<file path="src/rtl/frame_pkg.sv">
// rtl/frame_pkg.sv - frame parser constants, state encoding and CRC16 step
package frame_pkg;

  localparam logic [15:0] HEADER_WORD  = 16'hE0E0;
  localparam logic [15:0] TRAILER_WORD = 16'h0E0E;
  localparam int          MAX_WORDS    = 8;

  typedef enum logic [2:0] {
    ST_IDLE  = 3'd0,
    ST_HDR   = 3'd1,
    ST_CHAN  = 3'd2,
    ST_PAYLD = 3'd3,
    ST_TRL   = 3'd4
  } parser_state_t;

  // CCITT x^16+x^12+x^5+1, MSB first; unrolls to the parallel 16-bit equations
  function automatic logic [15:0] crc16_step(input logic [15:0] crc, input logic [15:0] d);
    logic [15:0] c;
    c = crc;
    for (int i = 15; i >= 0; i--) begin
      if (c[15] ^ d[i]) c = {c[14:0], 1'b0} ^ 16'h1021;
      else              c = {c[14:0], 1'b0};
    end
    return c;
  endfunction

endpackage

</file>
<file path="src/rtl/frame_parser_if.sv">
// rtl/frame_parser_if.sv - frame record write port toward the clock-crossing FIFO
interface frame_parser_if;
  logic         fifo_full;
  logic         frame_vld;
  logic [7:0]   frame_chan;
  logic [3:0]   frame_len;
  logic [127:0] frame_data;

  modport master (
    input  fifo_full,
    output frame_vld, frame_chan, frame_len, frame_data
  );

  modport slave (
    output fifo_full,
    input  frame_vld, frame_chan, frame_len, frame_data
  );
endinterface

</file>
<file path="src/rtl/frame_parser.sv">
// rtl/frame_parser.sv - header/channel/payload/CRC/trailer parser emitting frame records
module frame_parser
  import frame_pkg::*;
(
  input  logic          clk_in,
  input  logic          rst,
  input  logic [15:0]   data_in,
  frame_parser_if.master fifo_wr,
  output logic          crc_err,
  output logic          fmt_err,
  output logic          drop
);

  localparam logic [3:0] MAX_PUSH = 4'(MAX_WORDS + 1);

  parser_state_t state_q;
  logic [7:0]    chan_q;
  logic [143:0]  buf_q;
  logic [3:0]    count_q;
  logic [15:0]   crc_cur_q;
  logic [15:0]   crc_prev_q;

  logic [15:0] crc_one;
  logic [15:0] crc_held;
  logic [15:0] crc_two;
  logic        chan_ok;
  logic        is_hdr;
  logic        is_trl;

  always_comb begin
    is_hdr   = (data_in == HEADER_WORD);
    is_trl   = (data_in == TRAILER_WORD);
    chan_ok  = (data_in[15:8] == 8'h00) && (data_in[7:0] != 8'h00) &&
               ((data_in[7:0] & (data_in[7:0] - 8'd1)) == 8'h00);
    crc_one  = crc16_step(crc_cur_q, data_in);
    // Held trailer word plus a non-trailer word: two chained steps in one cycle
    crc_held = crc16_step(crc_cur_q, TRAILER_WORD);
    crc_two  = crc16_step(crc_held, data_in);
  end

  always_ff @(posedge clk_in) begin
    if (rst) begin
      state_q            <= ST_IDLE;
      chan_q             <= 8'h00;
      buf_q              <= '0;
      count_q            <= 4'd0;
      crc_cur_q          <= 16'h0000;
      crc_prev_q         <= 16'h0000;
      fifo_wr.frame_vld  <= 1'b0;
      fifo_wr.frame_chan <= 8'h00;
      fifo_wr.frame_len  <= 4'd0;
      fifo_wr.frame_data <= '0;
      crc_err            <= 1'b0;
      fmt_err            <= 1'b0;
      drop               <= 1'b0;
    end else begin
      fifo_wr.frame_vld <= 1'b0;
      crc_err           <= 1'b0;
      fmt_err           <= 1'b0;
      drop              <= 1'b0;
      case (state_q)
        ST_IDLE: begin
          if (is_hdr) state_q <= ST_HDR;
        end
        ST_HDR: begin
          state_q <= is_hdr ? ST_CHAN : ST_IDLE;
        end
        ST_CHAN: begin
          if (chan_ok) begin
            chan_q     <= data_in[7:0];
            count_q    <= 4'd0;
            crc_cur_q  <= 16'h0000;
            crc_prev_q <= 16'h0000;
            buf_q      <= '0;
            state_q    <= ST_PAYLD;
          end else if (!is_hdr) begin
            fmt_err <= 1'b1;
            state_q <= ST_IDLE;
          end
        end
        ST_PAYLD: begin
          if (is_trl) begin
            state_q <= ST_TRL;
          end else if (count_q >= MAX_PUSH) begin
            fmt_err <= 1'b1;
            state_q <= ST_IDLE;
          end else begin
            buf_q      <= {buf_q[127:0], data_in};
            count_q    <= count_q + 4'd1;
            crc_prev_q <= crc_cur_q;
            crc_cur_q  <= crc_one;
          end
        end
        ST_TRL: begin
          if (is_trl) begin
            state_q <= ST_IDLE;
            // Last pushed word is the received CRC; crc_prev covers the payload before it
            if (count_q < 4'd2) begin
              fmt_err <= 1'b1;
            end else if (crc_prev_q != buf_q[15:0]) begin
              crc_err <= 1'b1;
            end else if (fifo_wr.fifo_full) begin
              drop <= 1'b1;
            end else begin
              fifo_wr.frame_vld  <= 1'b1;
              fifo_wr.frame_chan <= chan_q;
              fifo_wr.frame_len  <= count_q - 4'd1;
              fifo_wr.frame_data <= buf_q[143:16];
            end
          end else if (count_q >= MAX_PUSH - 4'd1) begin
            fmt_err <= 1'b1;
            state_q <= ST_IDLE;
          end else begin
            buf_q      <= {buf_q[111:0], TRAILER_WORD, data_in};
            count_q    <= count_q + 4'd2;
            crc_prev_q <= crc_held;
            crc_cur_q  <= crc_two;
            state_q    <= ST_PAYLD;
          end
        end
        default: state_q <= ST_IDLE;
      endcase
    end
  end

endmodule

</file>
<file path="src/flat_wrapper.sv">
// flat-port wrapper written by rule: the top's interface ports become plain ports
module frame_parser_flat import frame_pkg::*;
  (clk_in, rst, data_in, crc_err, fmt_err, drop, fifo_wr_fifo_full, fifo_wr_frame_vld, fifo_wr_frame_chan, fifo_wr_frame_len, fifo_wr_frame_data);
  frame_parser_if fifo_wr_i ();
  input  logic clk_in;
  input  logic rst;
  input  logic [15:0] data_in;
  output logic crc_err;
  output logic fmt_err;
  output logic drop;
  input wire logic [$bits(fifo_wr_i.fifo_full)-1:0] fifo_wr_fifo_full;
  output wire logic [$bits(fifo_wr_i.frame_vld)-1:0] fifo_wr_frame_vld;
  output wire logic [$bits(fifo_wr_i.frame_chan)-1:0] fifo_wr_frame_chan;
  output wire logic [$bits(fifo_wr_i.frame_len)-1:0] fifo_wr_frame_len;
  output wire logic [$bits(fifo_wr_i.frame_data)-1:0] fifo_wr_frame_data;
  assign fifo_wr_i.fifo_full = fifo_wr_fifo_full;
  assign fifo_wr_frame_vld = fifo_wr_i.frame_vld;
  assign fifo_wr_frame_chan = fifo_wr_i.frame_chan;
  assign fifo_wr_frame_len = fifo_wr_i.frame_len;
  assign fifo_wr_frame_data = fifo_wr_i.frame_data;
  frame_parser u_core (.clk_in(clk_in), .rst(rst), .data_in(data_in), .fifo_wr(fifo_wr_i), .crc_err(crc_err), .fmt_err(fmt_err), .drop(drop));
endmodule
</file>
<file path="config.mk">
export PLATFORM = sky130hd
export DESIGN_NAME = frame_parser_flat
export DESIGN_NICKNAME = d
export VERILOG_FILES = /design/src/rtl/frame_pkg.sv /design/src/rtl/frame_parser_if.sv /design/src/rtl/frame_parser.sv /design/src/flat_wrapper.sv
export SDC_FILE = /design/constraint.sdc
export NUM_CORES = 1
export LEC_CHECK = 0
export ABC_AREA = 1
export BUFFER_PORTS_ARGS = -buffer_cell sky130_fd_sc_hd__buf_4
export CORE_MARGIN = 4
export CORE_UTILIZATION = 45
export DETAILED_ROUTE_END_ITERATION = 8
export GPL_ROUTABILITY_DRIVEN = 0
export SYNTH_ARGS = -nofsm -noshare
export SYNTH_HDL_FRONTEND = slang
export SYNTH_SLANG_ARGS = --single-unit
</file>
<file path="constraint.sdc">
create_clock -name clk_in -period 2.6 [get_ports clk_in]
set_clock_uncertainty 0.1 [all_clocks]
set_input_delay 0.52 -clock clk_in [delete_from_list [all_inputs] [get_ports clk_in]]
set_output_delay 0.52 -clock clk_in [all_outputs]
set_load 0.01 [all_outputs]
</file>
Yosys cells after proc, flatten, opt, wreduce, memory -nomap -nowiden:

Cells that the tools add are included.
W data, S select, Z words.

* bits in latches: 0
* input port bits: 19
* output and inout port bits: 144
* logic and storage cells: 224
* memory bits (writable): 0
* ROM bits: 0
* memories kept: 0
* register bits: 335

* bitwise gates (word level): 85
* $mul: 0
* shifts and indexed selects: 0
* reductions and logical operators: 13
* magnitude comparators: 3
* divide/modulo/power cells: 0
* equal/unequal tests: 15
* multiplexer cells: 91
* add/sub/neg operators: 4

Operators by type and width (number)
* $mux W144: 5
* $mux W13: 48
* $pmux W144 S3: 1
* $mux W16: 9
* $not A3 Y3: 47
* $pmux W16 S3: 2
* $xor A1 B1 Y1: 32
* $mux W4: 5
* $mux W3: 6
* $eq A16 B12 Y1 const B: 1
* $eq A16 B16 Y1 const B: 1
* $logic_not A8 Y1: 2
* $ne A16 B16 Y1: 1
* $pmux W3 S5: 1
* $pmux W4 S3: 1
* $mux W1: 10
* $and A8 B8 Y8: 1
* $ge A4 B4 Y1 const B: 2
* $ne A2 B2 Y1 const B: 4
* $reduce_bool A8 Y1: 1
* $sub A8 B1 Y8 const B: 1
* $eq A3 B2 Y1 const B: 2
* $reduce_and A6 Y1: 1
* $not A1 Y1: 5
* other kinds (19): 22

Longest topological paths before layout:

* depth in word-level cells: 67
* depth in mapped cells: 20
* mapped depth without buffers: 19

Worst setup path after synthesis:

OpenSTA, ideal clock, no wires.

* path type: in2reg
* from: in data_in[0]
* to: reg u_core.buf_q[28]
* setup time: 0.146 ns
* slack: 0.374 ns
* buffers on the path: 2
* required time: 2.354 ns
* stages on the path: 11
* data arrival time: 1.979 ns
* path through: nor2_1 > and2_2 > nand2_1 > a2111oi_2 > nand2_1 > nand2_2 > nand3_4 > buf_6 > buf_2 > a21oi_1 > a211oi_2

* word-level cells in the longest chain between the ends: 6
* elaborated cells on any way between the ends: 11
* those cells by class: add/sub (1); eq/ne (4); bitwise (1); reduce/logical (5)

Ends and longest elaborated chain
* start, declared: line flat_wrapper.sv:7 `input logic [15:0] data_in;`
* $sub A8 B1 Y8: line frame_parser.sv:34 `((data_in[7:0] & (data_in[7:0] - 8'd1)) == 8'h00);`
* $and A8 B8 Y8: line frame_parser.sv:34
* $logic_not A8 Y1: line frame_parser.sv:34
* $logic_and A1 B1 Y1: line frame_parser.sv:33 `chan_ok = (data_in[15:8] == 8'h00) && (data_in[7:0] != 8'h00) &&`
* $ne A2 B1 Y1 (no source line)
* $reduce_and A6 Y1 (no source line) (*)
* end signal, assigned: line frame_parser.sv:88 `buf_q <= {buf_q[127:0], data_in};`
* end signal, assigned: line frame_parser.sv:114 `buf_q <= {buf_q[111:0], TRAILER_WORD, data_in};`
* end, declared: line frame_parser.sv:18 `logic [143:0] buf_q;`

Mark *: on every way between the ends. The rest lies on a longest branch, timed or not.
A chain may end at the register's enable or synchronous reset.

Worst setup path after layout:

* from: reg u_core.buf_q[3]
* to: reg u_core.fifo_wr.frame_data[98]

* word-level cells in the longest chain between the ends: 3

Ends and longest elaborated chain
* $ne A16 B16 Y1: line frame_parser.sv:100 `end else if (crc_prev_q != buf_q[15:0]) begin`
* $not A1 Y1 (no source line)
* $reduce_and A5 Y1 (no source line)
* end signal, assigned: line frame_parser.sv:108 `fifo_wr.frame_data <= buf_q[143:16];`
* end, declared: line frame_parser_if.sv:11 `output frame_vld, frame_chan, frame_len, frame_data`

No other way between the ends.

==> flow_metrics.tcl <==
set metrics [dict create \
    syn_inst 1980 \
    synth_edf_count 0 \
    fillerInstances 3202 \
    dp_hpwl_mm 35.4 \
    seq_area_sq_um 6720 \
    syn_to_final_growth_pct 21.6 \
    netlist_area_sq_um 16000 \
    cp-end-kind "flop" \
    htreeDepth 2 \
    yosys.area.top_type_share 0.420 \
    first_pass_iters 6 \
    wire_per_inst_um 18.4 \
    drc 0 \
    overflow 0 \
    clock_sinks 335 \
    rows 68 \
    fin_crit_ps 2460 \
    min_path_type "in2reg" \
    synth_nets 2004 \
    via_per_inst 5.45 \
    finalWorstSetupSlack_ps 138 \
    worstSetupStartpointType "flop" \
    critical_path.top_delay_family "simple AND/OR/NAND/NOR gates" \
    antenna_cells 0 \
    die_y_um 196 \
    avgSynthCellArea_sq_um 8.07 \
    crit_chain "xnor2_1 > o221ai_1 > nor3_2 > nor4b_4 > nor3b_4 > buf_6 > buf_16 > nor2_1 > a211oi_2" \
    ys_ff_latch 335 \
    cp.arrival_ps 2790 \
    synth_top_family_by_area "compound AO/OA/AOI/OAI gates" \
    ios 163 \
    clk_latency_ps 530 \
    ys_top_cells_by_count "dfxtp_1, inv_1, a21oi_1" \
    grt_pass1_wl_mm 75.9 \
    cp.required_ps 2930 \
    cts_root_buf "clkbuf_16" \
    drive_gt1_frac 0.250 \
    synth-simple-area-share 0.150 \
    p_per_area_nw_per_um2 574 \
    crit_slowest_cell "dfxtp_1" \
    nNetsFinal 2175 \
    synthTopCellsByArea "dfxtp_1, a211oi_2, a21oi_1" \
    max_freq_ghz 0.406 \
    peakVddDrop_v 0.000379 \
    grt_pass1_vias 13500 \
    slew_viol_final 0 \
    vias 14400 \
    cts_buffer_depth 3 \
    portBuffers 162 \
    synthArstFlopShare 0 \
    slowest_delay_ps 330 \
    grt_antenna_before_repair 0 \
    numCtsBuffers 38 \
    core_area_sq_um 34800 \
    status "completed" \
    max_cap_violations 0 \
    die_x_um 196 \
    ys_types 54 \
    drt_wl_total_mm 48.6 \
    multi_input_area_sq_um 7630 \
    yosysSeqAreaShare 0.420 \
    maxSlewHeadroom 0.230 \
    synthAdderAreaFrac 0.00392 \
    finish.utilization 0.558 \
    ant_nets 0 \
    synth_compound_area_frac 0.278 \
    finalSetupViolCount 0 \
    hold_viol 0 \
    worstPathMaxFanout 42 \
    synth_xor_area_frac 0.0421 \
    ys_warn_count 0 \
    dieArea_sq_um 38600 \
    tns_ps 0 \
    grt_max_degree 99 \
    synth_top_area_cell "dfxtp_1" \
    dp_slack_ps -86.2 \
    tightest_slew_ps 1150 \
    initial_utilization 0.459 \
    critPathKind "reg2reg" \
    cts_tree "done" \
    path_buf_inv 2 \
    power_leakage_nw 7.43 \
    yosysMostFrequentCell "dfxtp_1" \
    ys.flop_type "dfxtp_1" \
    grtUsageTotal 0.243 \
    post-route-period-util 0.947 \
    first_iter_violations 1095 \
    clk_pin_slew_ps 60 \
    synth.mux.area_fraction 0 \
]
-- final cells by class --
type,count,share of cell area
Inverter,239,0.0467
Timing Repair Buffer,280,0.120
Multi-Input combinational cell,1257,0.393
Clock inverter,7,0.00535
Tap cell,455,0.0293
Clock buffer,61,0.0597
Sequential cell,335,0.346
-- cell families (layout without fill, tap and decap cells) --
family | count (synthesis) | count (layout)
compound gates | 666 | 666
xor+xnor | 70 | 70
fa+ha+maj | 5 | 5
buf+inv | 388 | 587
flops | 335 | 335
simple gates | 516 | 516
-- worst paths after layout --
kind / start / slack, ps / depth (start not counted) / end
setup / recovery: u_core.buf_q[3] / 140 / 9 / u_core.fifo_wr.frame_data[98]
hold / removal: fifo_wr_fifo_full / 140 / 2 / u_core.fifo_wr.frame_vld
setup reg to reg: u_core.buf_q[3] / 140 / 9 / u_core.fifo_wr.frame_data[98]
hold reg to reg: u_core.chan_q[5] / 370 / 2 / u_core.chan_q[5]
-- registers in the layout, indices dropped and copies added, names as in the netlist, 3 cells and up --
name / cells
u_core.buf_q: 144
u_core.chan_q: 8
u_core.count_q: 4
u_core.crc_cur_q: 16
u_core.crc_prev_q: 16
u_core.fifo_wr.frame_chan: 8
u_core.fifo_wr.frame_data: 128
u_core.fifo_wr.frame_len: 4
u_core.state_q: 3
-- placed cells by master (no fill, tap or decap), types with 66 or more instances in the layout --
master    synthesis  final
a211oi_1         79     79
a211oi_2         94     94
a21oi_1         198    198
buf_4            12    260
dfxtp_1         335    330
inv_1           216    216
nand2_1         191    191
nand3_1          67     66
nor2_1          167    167
o21ai_0         140    140
o22ai_1         123    123
-- stage by stage --
stage                     instances  cell area [sq um]  hold slack, ps  total power [mW]
after floorplan                1980              16000             330              5.64
final                          2634              19400             138              11.1
after global placement         2562              18000             350              5.85
after global routing           2634              19400             129              11.5
after detailed placement       2562              18000             365              5.86
after CTS                      2630              19300             100              11.2
-- where the power goes --
group	leakage [nW]	internal, mW	switching [mW]	total, mW
Clock	0.621	3.26	2.12	5.38
Combinational	4.11	0.226	0.404	0.630
Sequential	2.70	5.13	0.000000680	5.13
Total	7.43	8.62	2.52	11.1
-- layer usage --
layer | up-vias | global-route usage | wire [um]
met4 | 0 | 0.0690 | 1200
met2 | 445 | 0.401 | 22800
met1 | 6736 | 0.335 | 21700
met5 | - | 0 | 0
met3 | 68 | 0.0342 | 2920
li1 | 7108 | - | -
-- worst reg2reg max path, cell delays in order (launching register included) --
cell      delay (ps)
dfxtp_1          330
xnor2_1          240
o221ai_1         200
nor3_2           160
nor4b_4          310
nor3b_4          310
buf_6            220
buf_16           230
nor2_1           100
a211oi_2         150
-- timing repair --
item,CTS,global route
gates resized for setup,0,19
buffers inserted,0,4
setup endpoints to repair,0,148
hold buffers,0,0
endpoints found under the hold margin,0,0
No activity file was read; power rests on OpenSTA's default activity.
